## src/rtl/shift_unit_pkg.sv

```systemverilog
// Shared types for the multi-step shift unit.
//   shift_mode_t  : operating mode as presented on in_mode
//   shift_state_t : control FSM states of the top-level unit
package shift_unit_pkg;

  typedef enum logic [1:0] {
    SM_ASR = 2'b00,  // arithmetic right, sign fill
    SM_LSR = 2'b01,  // logical right, zero fill
    SM_LSL = 2'b10,  // logical left, zero fill
    SM_ROR = 2'b11   // rotate right
  } shift_mode_t;

  typedef enum logic [1:0] {
    ST_IDLE  = 2'b00,
    ST_SHIFT = 2'b01,
    ST_DONE  = 2'b10
  } shift_state_t;

endpackage

```

## src/rtl/shift_step_unit.sv

```systemverilog
// Combinational single-step shifter: moves data by amount positions (0..STEP)
// in the selected mode.
// Ports:
//   data    in   WIDTH  value to shift
//   mode    in   2      shift_mode_t
//   amount  in   SW     positions for this step
//   result  out  WIDTH  shifted value
module shift_step_unit
  import shift_unit_pkg::*;
#(
  parameter int unsigned WIDTH = 16,
  parameter int unsigned SW    = 3
) (
  input  logic [WIDTH-1:0] data,
  input  shift_mode_t      mode,
  input  logic [SW-1:0]    amount,
  output logic [WIDTH-1:0] result
);

  logic [31:0] amt_ext;
  logic [31:0] back_amt;

  assign amt_ext  = 32'(amount);
  // Left shift that rebuilds the rotated-out low bits; amount 0 gives a
  // shift of WIDTH, which yields zero and leaves data unchanged.
  assign back_amt = WIDTH - amt_ext;

  always_comb begin
    result = data;
    unique case (mode)
      SM_ASR: result = WIDTH'($signed(data) >>> amt_ext);
      SM_LSR: result = data >> amt_ext;
      SM_LSL: result = data << amt_ext;
      SM_ROR: result = (data >> amt_ext) | (data << back_amt);
      default: result = data;
    endcase
  end

endmodule

```

## src/rtl/multi_step_shift_unit.sv

```systemverilog
// Handshaked shifter that applies up to STEP bit positions per clock until
// the requested amount has been applied.
// Ports:
//   clk, reset           clock, async active-high reset
//   in_valid/in_ready    operand handshake (in_ready only in IDLE)
//   in_data, in_amount   operand and shift distance
//   in_mode              00 ASR, 01 LSR, 10 LSL, 11 ROR
//   clear                synchronous abort to IDLE
//   out_valid/out_ready  result handshake (out_valid only in DONE)
//   out_data             result register
//   busy                 high in SHIFT or DONE
module multi_step_shift_unit
  import shift_unit_pkg::*;
#(
  parameter int unsigned WIDTH = 16,
  parameter int unsigned STEP  = 4,
  parameter int unsigned AMT_W = $clog2(WIDTH)
) (
  input  logic             clk,
  input  logic             reset,
  input  logic             in_valid,
  output logic             in_ready,
  input  logic [WIDTH-1:0] in_data,
  input  logic [AMT_W-1:0] in_amount,
  input  logic [1:0]       in_mode,
  input  logic             clear,
  output logic             out_valid,
  input  logic             out_ready,
  output logic [WIDTH-1:0] out_data,
  output logic             busy
);

  localparam int unsigned SW = $clog2(STEP + 1);

  shift_state_t     state_q, state_d;
  shift_mode_t      mode_q, mode_d;
  logic [AMT_W-1:0] remaining_q, remaining_d;
  logic [WIDTH-1:0] data_q, data_d;

  logic [SW-1:0]    step_amt;
  logic [AMT_W-1:0] rem_after;
  logic [WIDTH-1:0] step_data;

  // Step size is min(STEP, remaining), so remaining never underflows.
  always_comb begin
    if (32'(remaining_q) >= STEP) begin
      step_amt = SW'(STEP);
    end else begin
      step_amt = SW'(remaining_q);
    end
  end

  assign rem_after = remaining_q - AMT_W'(step_amt);

  shift_step_unit #(
    .WIDTH (WIDTH),
    .SW    (SW)
  ) u_step (
    .data   (data_q),
    .mode   (mode_q),
    .amount (step_amt),
    .result (step_data)
  );

  always_comb begin
    state_d     = state_q;
    mode_d      = mode_q;
    remaining_d = remaining_q;
    data_d      = data_q;
    if (clear) begin
      // Abort keeps the last out_data; a same-cycle in_valid is dropped.
      state_d = ST_IDLE;
    end else begin
      unique case (state_q)
        ST_IDLE: begin
          if (in_valid) begin
            data_d      = in_data;
            remaining_d = in_amount;
            mode_d      = shift_mode_t'(in_mode);
            state_d     = (in_amount != '0) ? ST_SHIFT : ST_DONE;
          end
        end
        ST_SHIFT: begin
          data_d      = step_data;
          remaining_d = rem_after;
          if (rem_after == '0) begin
            state_d = ST_DONE;
          end
        end
        ST_DONE: begin
          if (out_ready) begin
            state_d = ST_IDLE;
          end
        end
        default: state_d = ST_IDLE;
      endcase
    end
  end

  always_ff @(posedge clk or posedge reset) begin
    if (reset) begin
      state_q     <= ST_IDLE;
      mode_q      <= SM_ASR;
      remaining_q <= '0;
      data_q      <= '0;
    end else begin
      state_q     <= state_d;
      mode_q      <= mode_d;
      remaining_q <= remaining_d;
      data_q      <= data_d;
    end
  end

  assign in_ready  = (state_q == ST_IDLE);
  assign out_valid = (state_q == ST_DONE);
  assign busy      = (state_q != ST_IDLE);
  assign out_data  = data_q;

endmodule

```

## config.mk

```make
export PLATFORM = sky130hd
export DESIGN_NAME = multi_step_shift_unit
export DESIGN_NICKNAME = d
export VERILOG_FILES = /design/src/rtl/shift_unit_pkg.sv /design/src/rtl/shift_step_unit.sv /design/src/rtl/multi_step_shift_unit.sv
export SDC_FILE = /design/constraint.sdc
export NUM_CORES = 1
export LEC_CHECK = 0
export CAP_MARGIN = 15
export CORE_MARGIN = 4
export CORE_UTILIZATION = 49
export CTS_BUF_LIST = sky130_fd_sc_hd__clkbuf_8
export DETAILED_ROUTE_END_ITERATION = 12
export PLACE_DENSITY = 0.82
export SLEW_MARGIN = 20
export SYNTH_ARGS = -nofsm -noshare
export SYNTH_HDL_FRONTEND = slang
export SYNTH_HIERARCHICAL = 1
export SYNTH_SLANG_ARGS = --single-unit
```

## constraint.sdc

```tcl
create_clock -name clk -period 6.4 [get_ports clk]
set_clock_uncertainty 0.15 [all_clocks]
set_input_delay 0.96 -clock clk [delete_from_list [all_inputs] [get_ports clk]]
set_output_delay 0.96 -clock clk [all_outputs]
set_load 0.03 [all_outputs]
```

### Word level (Yosys, flattened, before mapping)

Cells that the tools add are included.

* $add $sub $neg: 2
* order comparisons: 1
* equality and inequality tests: 9
* shifts and indexed selects: 4
* mux-type cells: 12
* bitwise logic cells: 2
* reduce and logical (&&, ||, !) cells: 9

Operators by type and width (number)
* $pmux 16 s4: 1
* $pmux 16 s2: 1
* $shl 16x32->16: 1
* $mux 16: 1
* $or 16x16->16: 1
* $shl 16x3->16: 1
* $shr 16x3->16: 1
* $sshr 16x3->16: 1
* $mux 2: 5
* $reduce_and 3->1: 3
* $pmux 4 s2: 1
* $eq 2x2->1 const B: 3
* $ne 3x2->1 const B: 2
* $pmux 2 s3: 1
* $sub 5x3->6 const A: 1
* $eq 2x1->1 const B: 2
* $ge 4x3->1 const B: 1
* $logic_not 2->1: 2
* $logic_not 4->1: 1
* $mux 4: 1
* $reduce_bool 2->1: 2
* $reduce_bool 4->1: 1
* $sub 4x3->4: 1
* $mux 3: 1
* 3 further kinds: 3

* register bits after elaboration: 24
* input port bits: 27
* output and inout port bits: 19
* word-level logic and storage cells: 43

### Longest topological paths before layout

Gate-level depths: netlist of the first run.

* word-level depth: 7
* gate-level depth with buffers: 17
* mapped depth without buffers: 13

### Cells and area by module

Netlist of the first run, hierarchy kept.

Modules (own cells, without submodules)
* shift_step_unit: times used 1, cells an instance 250, area each 2072.0 µm², sequential area each 0.0 µm²
* multi_step_shift_unit: times used 1, cells an instance 131, area each 1292.5 µm², sequential area each 600.6 µm²

### Least setup slack after synthesis of the first run

No wires, ideal clock.

* path kind: register -> register
* from: register remaining_q[2]
* to: register data_q[15], in the netlist out_data[15]
* library setup time: 83 ps
* data arrival time: 2961 ps
* data required time: 6167 ps
* slack: 3206 ps
* stages on the path, launching flop included: 18
* buffers on the path: 4
* period minus slack after synthesis: 3194 ps
* cells stage by stage: dfrtp_1 -> buf_2 -> nor2_1 -> inv_1 -> nor2_1 -> buf_6 -> inv_2 -> buf_2 -> ha_1 -> ha_1 -> inv_1 -> buf_2 -> mux4_2 -> nor3_1 -> a211oi_1 -> o21ai_1 -> mux2i_1 -> o21ai_0

* longest elaborated chain between the ends: 7
* elaborated cells on any way between the ends: 10
* classes of those cells: add/sub: 1; order compare: 1; shift: 4; mux: 3; bitwise: 1

Ends and longest elaborated chain
* start, declared: line multi_step_shift_unit.sv:37 `logic [AMT_W-1:0] remaining_q, remaining_d;`
* start signal, assigned: line multi_step_shift_unit.sv:109 `remaining_q <= remaining_d;`
* $ge 4x3->1: line multi_step_shift_unit.sv:46 `if (32'(remaining_q) >= STEP) begin`
* $mux 3 (*): line multi_step_shift_unit.sv:46
* named net step_amt[2]: line multi_step_shift_unit.sv:40 `logic [SW-1:0] step_amt;`
* $sub 5x3->6: line shift_step_unit.sv:26 `assign back_amt = WIDTH - amt_ext;`
* $shl 16x32->16: line shift_step_unit.sv:34 `SM_ROR: result = (data >> amt_ext) | (data << back_amt);`
* $or 16x16->16: line shift_step_unit.sv:34
* $pmux 16 s4 (*): line shift_step_unit.sv:30 `unique case (mode)`
* named net step_data[15]: line multi_step_shift_unit.sv:42 `logic [WIDTH-1:0] step_data;`
* $pmux 16 s2 (*): line multi_step_shift_unit.sv:74 `unique case (state_q)`
* end signal, assigned: line multi_step_shift_unit.sv:110 `data_q <= data_d;`
* end, declared: line multi_step_shift_unit.sv:38 `logic [WIDTH-1:0] data_q, data_d;`

The timed path passes the listed nets; every way through them passes the cells marked *.
A chain may end at the register's enable or synchronous reset.

### Worst setup path in the final report of the first run

* from: register remaining_q[2]
* to: register data_q[8], in the netlist out_data[8]

* longest elaborated chain between the ends: 7
* elaborated cells on any way between the ends: 10
* classes of those cells: add/sub: 1; order compare: 1; shift: 4; mux: 3; bitwise: 1

Ends and longest elaborated chain (line)
* $ge 4x3->1 (*): multi_step_shift_unit.sv:46
* $mux 3 (*): multi_step_shift_unit.sv:46
* named net step_amt[1]: multi_step_shift_unit.sv:40
* $sub 5x3->6: shift_step_unit.sv:26
* $shl 16x32->16: shift_step_unit.sv:34
* $or 16x16->16: shift_step_unit.sv:34
* $pmux 16 s4 (*): shift_step_unit.sv:30
* named net step_data[8]: multi_step_shift_unit.sv:42
* $pmux 16 s2 (*): multi_step_shift_unit.sv:74

Marked as above.

==> flow_summary.ini, run 1 <==
[routing]
ant_nets = 0
routed_via_density = 7.078
drt_iter0_drc = 623
routedWlPerCell_um = 21.34
drt-pass1-iter-count = 7
drc = 0
drt-total-wl_um = 10090
num_vias = 3348

[timing]
fin_setup_tns_ns = 0
max_freq_ghz = 0.2108
final-setup-viol-count = 0
final.period_utilization = 0.7413
slew_headroom = 0.3303
worstMarginPinSlew_ns = 1.003
slew_violations = 0
finalHoldViolCount = 0
fin_crit_ns = 4.744
grt_setup_unrepaired = no

[power]
ir_drop_uv = 355.3
power_frac_seq = 0.188
power_density_mw_per_mm2 = 639.4
switching_share = 0.5416
intPower_mw = 1.099
pwr-share-clk = 0.057
total_power_mw = 2.398
leakage_nw = 1.413
switchingPower_mw = 1.299
pwr-share-comb = 0.755

[synthesis]
syn_avg_cell_area_um2 = 8.831
synth_warnings = 6
synthCells = 381
ys_ff_latch = 24
synth_area_mm2 = 0.003364
synth_edf_count = 0
ys_seq_area_frac = 0.1785
ys.flop_type = dfrtp_1
syn_nets = 412
synthArstFlopShare = 1.000
synth_cell_types = 62

[run_status]
status = finished clean

[floorplanning]
core_mm2 = 0.006495
dieArea_mm2 = 0.008256
rows = 29
initial_core_util = 0.5180
ios = 46
die_h_um = 90.87
chipWidth_um = 90.87

[global_routing]
grt_pass1_vias = 3195
grt_pass1_wl_um = 16500
grt_max_degree = 44
grtUsageTotal = 0.2423
overflow = 0
antenna_found_initial = 0

[critical_path]
critical_path_class = flip-flop to flip-flop
cp_max_fo = 40
critical_path_required_ns = 6.45
critPathCaptureType = flip-flop
cp-start-kind = flip-flop
arrival_ns = 4.79

[placement]
io_buffer_count = 45
dp_hpwl_um = 6943
gp_congestion = 1.009

[clocking]
clk_pin_slew_worst_paths_ns = 0.09
clock_latency_ns = 0.27
clk_path_buf_depth = 2
h-tree-depth = 1
post_cts_resized = 0
cts_hold_buf = 0
cts_setup_buffers = 0
tritoncts = yes
cts_sinks = 24
cts_made_buffers = 3
root_buffer = clkbuf_8

[layout]
synthToLayoutAreaGrowth_pct = 11.49
multiInputGateArea_mm2 = 0.002465
drive_gt1_frac = 0.1313
fillers = 568
nets = 428
insertedDiodeCount = 0
seqCellArea_um2 = 600.6

[min_path]
hold_class = flip-flop to flip-flop

[job]
maxCapViolCount = 0
## cells by family (layout without fill, tap and decap cells)
| family | after synthesis | after routing | share of synthesized area |
|---|---|---|---|
| and+or+nand+nor | 112 | 112 | 0.1621 |
| AOI/OAI and AO/OA | 103 | 103 | 0.2004 |
| muxes | 87 | 87 | 0.3470 |
| buffers and inverters | 48 | 63 | 0.09223 |
| DFF | 24 | 24 | 0.1785 |
| adders and majority gates | 4 | 4 | 0.01488 |
| other | 2 | 2 | 0.002232 |
| xor gates and xnor gates | 1 | 1 | 0.002604 |
## final timing paths
path / end / startpoint / depth (start not counted) / slack [ns]
min in group asynchronous: out_data[12] / reset / 2 / 0.93
max: out_data[8] / remaining_q[2] / 11 / 1.66
max reg2reg: out_data[8] / remaining_q[2] / 11 / 1.66
min reg2reg: remaining_q[1] / remaining_q[1] / 2 / 0.40
max in group asynchronous: remaining_q[0] / reset / 2 / 4.73
min: remaining_q[1] / remaining_q[1] / 2 / 0.40
## cell usage after synthesis (all sizes together), types with 9 or more instances
library cell  instances  area [µm²]
a21oi                20       100.1
buf                  20       165.2
clkbuf               18       107.6
dfrtp                24       600.6
inv                   9       33.79
mux2i                57       570.6
mux4                 23       518.0
nand2                40       150.1
nor2                 31       116.4
nor3                 10       55.05
o21ai                33       168.9
## per-layer routing
| metal | share of wire | wire [µm] | up-vias | global-route usage |
|---|---|---|---|---|
| li1 | - | - | 1472 | - |
| met1 | 0.39 | 3922 | 1572 | 0.3382 |
| met2 | 0.46 | 4658 | 271 | 0.3762 |
| met3 | 0.13 | 1278 | 33 | 0.04167 |
| met4 | 0.023 | 235 | 0 | 0.08920 |
| met5 | 0 | 0 | - | 0 |
## metrics by stage
stage / instance area, µm² / worst slack (ns) / util / cells / hold slack [ns]
after floorplan: 3364 / 3.206 / - / 381 / 0.3131
after global placement: 3680 / 1.940 / 0.5666 / 469 / 0.3456
after detailed placement: 3680 / 1.849 / 0.5666 / 469 / 0.3857
after CTS: 3751 / 1.823 / 0.5775 / 473 / 0.4078
after global routing: 3751 / 1.367 / 0.5775 / 473 / 0.4599
final: 3751 / 1.656 / 0.5775 / 473 / 0.4029
## worst max-delay path, stage by stage (launching register included)
cell and delay, ns:
dfrtp_1 0.48, nor2_1 0.15, and2_2 0.79, inv_2 0.21
ha_1 0.98, mux2i_1 0.29, mux2i_1 0.21, mux2i_1 0.10
a2111oi_0 0.76, a2bb2oi_1 0.28, mux2i_1 0.09, o21ai_0 0.16
## power groups by stage
stage          Combinational, mW  Clock [mW]  Sequential, mW
6_report                    1.81       0.137           0.452
4_1_cts                     1.76       0.140           0.440
2_1_floorplan               1.38           0           0.410
3_5_place_dp                1.75           0           0.444
5_1_grt                     1.92       0.146           0.467
3_3_place_gp                1.71           0           0.432
## cells in the final DEF, fill, tap and decap left out, types with 6 or more instances in the layout
| cell | n |
|---|---|
| mux4_2 | 23 |
| inv_1 | 6 |
| o211ai_1 | 7 |
| a21oi_1 | 20 |
| dfrtp_1 | 24 |
| mux2i_1 | 57 |
| o21ai_0 | 29 |
| nor2_1 | 30 |
| nand2_1 | 40 |
| a31oi_1 | 7 |
| mux2_2 | 7 |
| nor3_1 | 9 |
| clkdlybuf4s50_1 | 45 |
## final cells by class
class | instances | area share
clock buffers | 3 | 0.01101
clock inverters | 1 | 0.008005
inverters | 10 | 0.01001
multi-input cells | 309 | 0.6571
flip-flops and latches | 24 | 0.1601
well taps | 77 | 0.02568
repair buffers | 49 | 0.1281
## state kept, by name, indices dropped and copies added (netlist names)
register     flops
remaining_q      4
mode_q           2
state_q          2
out_data        16
No activity file was read; power rests on OpenSTA's default activity.
==> run 2, diff against run 1 <==
Clock period 6.4 ns to 4.42 ns, I/O delays scaled along.
==> flow_summary.ini, run 2 (synthesis gave the netlist of run 1 again) <==
[routing]
drc = 0
drt_iter0_drc = 502
drt-total-wl_um = 10450
drt-pass1-iter-count = 5
num_vias = 3323
routedWlPerCell_um = 21.91
ant_nets = 0
routed_via_density = 6.966

[min_path]
hold_class = flip-flop to flip-flop
hold_end = remaining_q[1]
holdCritStartpoint = remaining_q[1]
hold_depth = 2

[critical_path]
arrival_ns = 3.61
reg2regPathDepth = 13
regToRegSetupSlack_ns = 0.87
slowest_delay_ns = 0.60
reg2reg_to = out_data[15]
cp_max_fo = 16
cp-start-kind = flip-flop
critical_path_required_ns = 4.48
critPathCaptureType = flip-flop
crit_chain = nor2_1 -> inv_1 -> nor2_4 -> inv_2 -> ha_1 -> ha_1 -> inv_1 -> mux4_2 -> nor3_1 -> a211oi_1 -> o21ai_1 -> mux2i_1 -> o21ai_0
slowest_stage = mux4_2
r2r_start = remaining_q[2]
critical_path_class = flip-flop to flip-flop
critPathTopFamily = adder cells
cp.buffers_inverters = 3

[clocking]
root_buffer = clkbuf_8
cts_made_buffers = 3
clk_path_buf_depth = 2
cts_hold_buf = 0
h-tree-depth = 1
clk_pin_slew_worst_paths_ns = 0.11
clock_latency_ns = 0.28
tritoncts = yes
cts_sinks = 24
cts_setup_buffers = 0
post_cts_resized = 0

[power]
ir_drop_uv = 477.0
leakage_nw = 1.433
total_power_mw = 3.521
power_density_mw_per_mm2 = 931.2

[placement]
dp.cells = 473
io_buffer_count = 45
dp_hpwl_um = 7276
gp_congestion = 0.9746

[timing]
finalHoldViolCount = 0
slew_violations = 0
final.period_utilization = 0.8024
grt_setup_unrepaired = no
holdWs_ns = 0.3731
worstMarginPinSlew_ns = 0.9088
fin_crit_ns = 3.547
final-setup-viol-count = 0
max_freq_ghz = 0.2819
slew_headroom = 0.3904
fin_setup_tns_ns = 0

[run_status]
status = finished clean

[floorplanning]
ios = 46
rows = 29
initial_core_util = 0.5180
core_mm2 = 0.006495
chipWidth_um = 90.87
die_h_um = 90.87
dieArea_mm2 = 0.008256

[layout]
largest_register_ffs = 16
nets = 432
final_cell_mix = 57 x mux2i_1, 45 x clkdlybuf4s50_1, 40 x nand2_1, 30 x nor2_1, 29 x o21ai_0
drive_gt1_frac = 0.1400
fillers = 576
fin_cells = 477
final_common_cell = mux2i_1
synthToLayoutAreaGrowth_pct = 12.38
insertedDiodeCount = 0

[global_routing]
overflow = 0
grt_max_degree = 44
grt_pass1_wl_um = 17040
grtUsageTotal = 0.2535
grt_pass1_vias = 3114
antenna_found_initial = 0

[job]
maxCapViolCount = 0
run 2: changes by cell type in the layout (fill, tap and decap cells not counted), sizes merged:
cell / delta
buf: +4
run 2: worst max path at each step:
stage              startpoint      endpoint  slack, ns  depth (start not counted)
2_1_floorplan  remaining_q[2]  out_data[15]       1.23                         17
3_3_place_gp   remaining_q[2]  out_data[15]       1.02                         13
3_5_place_dp   remaining_q[2]  out_data[15]       0.97                         13
4_1_cts        remaining_q[2]  out_data[15]       0.94                         13
5_1_grt        remaining_q[2]  out_data[15]       0.60                         12
6_report       remaining_q[2]  out_data[15]       0.87                         13
run 2: layout make-up:
cell class / count / area [µm²] / area share
Clock buffer: 3 / 41.29 / 0.01092
Clock inverter: 1 / 30.03 / 0.007942
Inverter: 10 / 37.54 / 0.009927
Multi-Input combinational cell: 309 / 2465 / 0.6519
Sequential cell: 24 / 600.6 / 0.1588
Tap cell: 77 / 96.34 / 0.02548
Timing Repair Buffer: 53 / 510.5 / 0.1350
run 2: worst min-delay path: cells and delay by family (launching register included):
kind | cells | cell delay [ns]
flops | 1 | 0.38
compound gates | 1 | 0.06
simple gates | 1 | 0.05
run 2: stage by stage:
stage / cell area [µm²] / util / setup WS [ns]
final: 3781 / 0.5822 / 0.8732
after global routing: 3781 / 0.5822 / 0.5976
after CTS: 3781 / 0.5822 / 0.9440
after detailed placement: 3710 / 0.5712 / 0.9685
after global placement: 3710 / 0.5712 / 1.021
after floorplan: 3364 / - / 1.226
run 2: power by group:
group	switching (mW)	internal (mW)	total (mW)
combinational	1.49	1.17	2.66
clock	0.0855	0.121	0.207
sequential	0.342	0.315	0.657
run 2: metal layers:
metal	wire, µm	vias to the layer above	GRT usage	part of all wire
met2	4763	213	0.3706	0.46
met4	135	0	0.06910	0.013
met3	1050	19	0.04917	0.10
met5	0	-	0	0
li1	-	1481	-	-
met1	4502	1610	0.3795	0.43
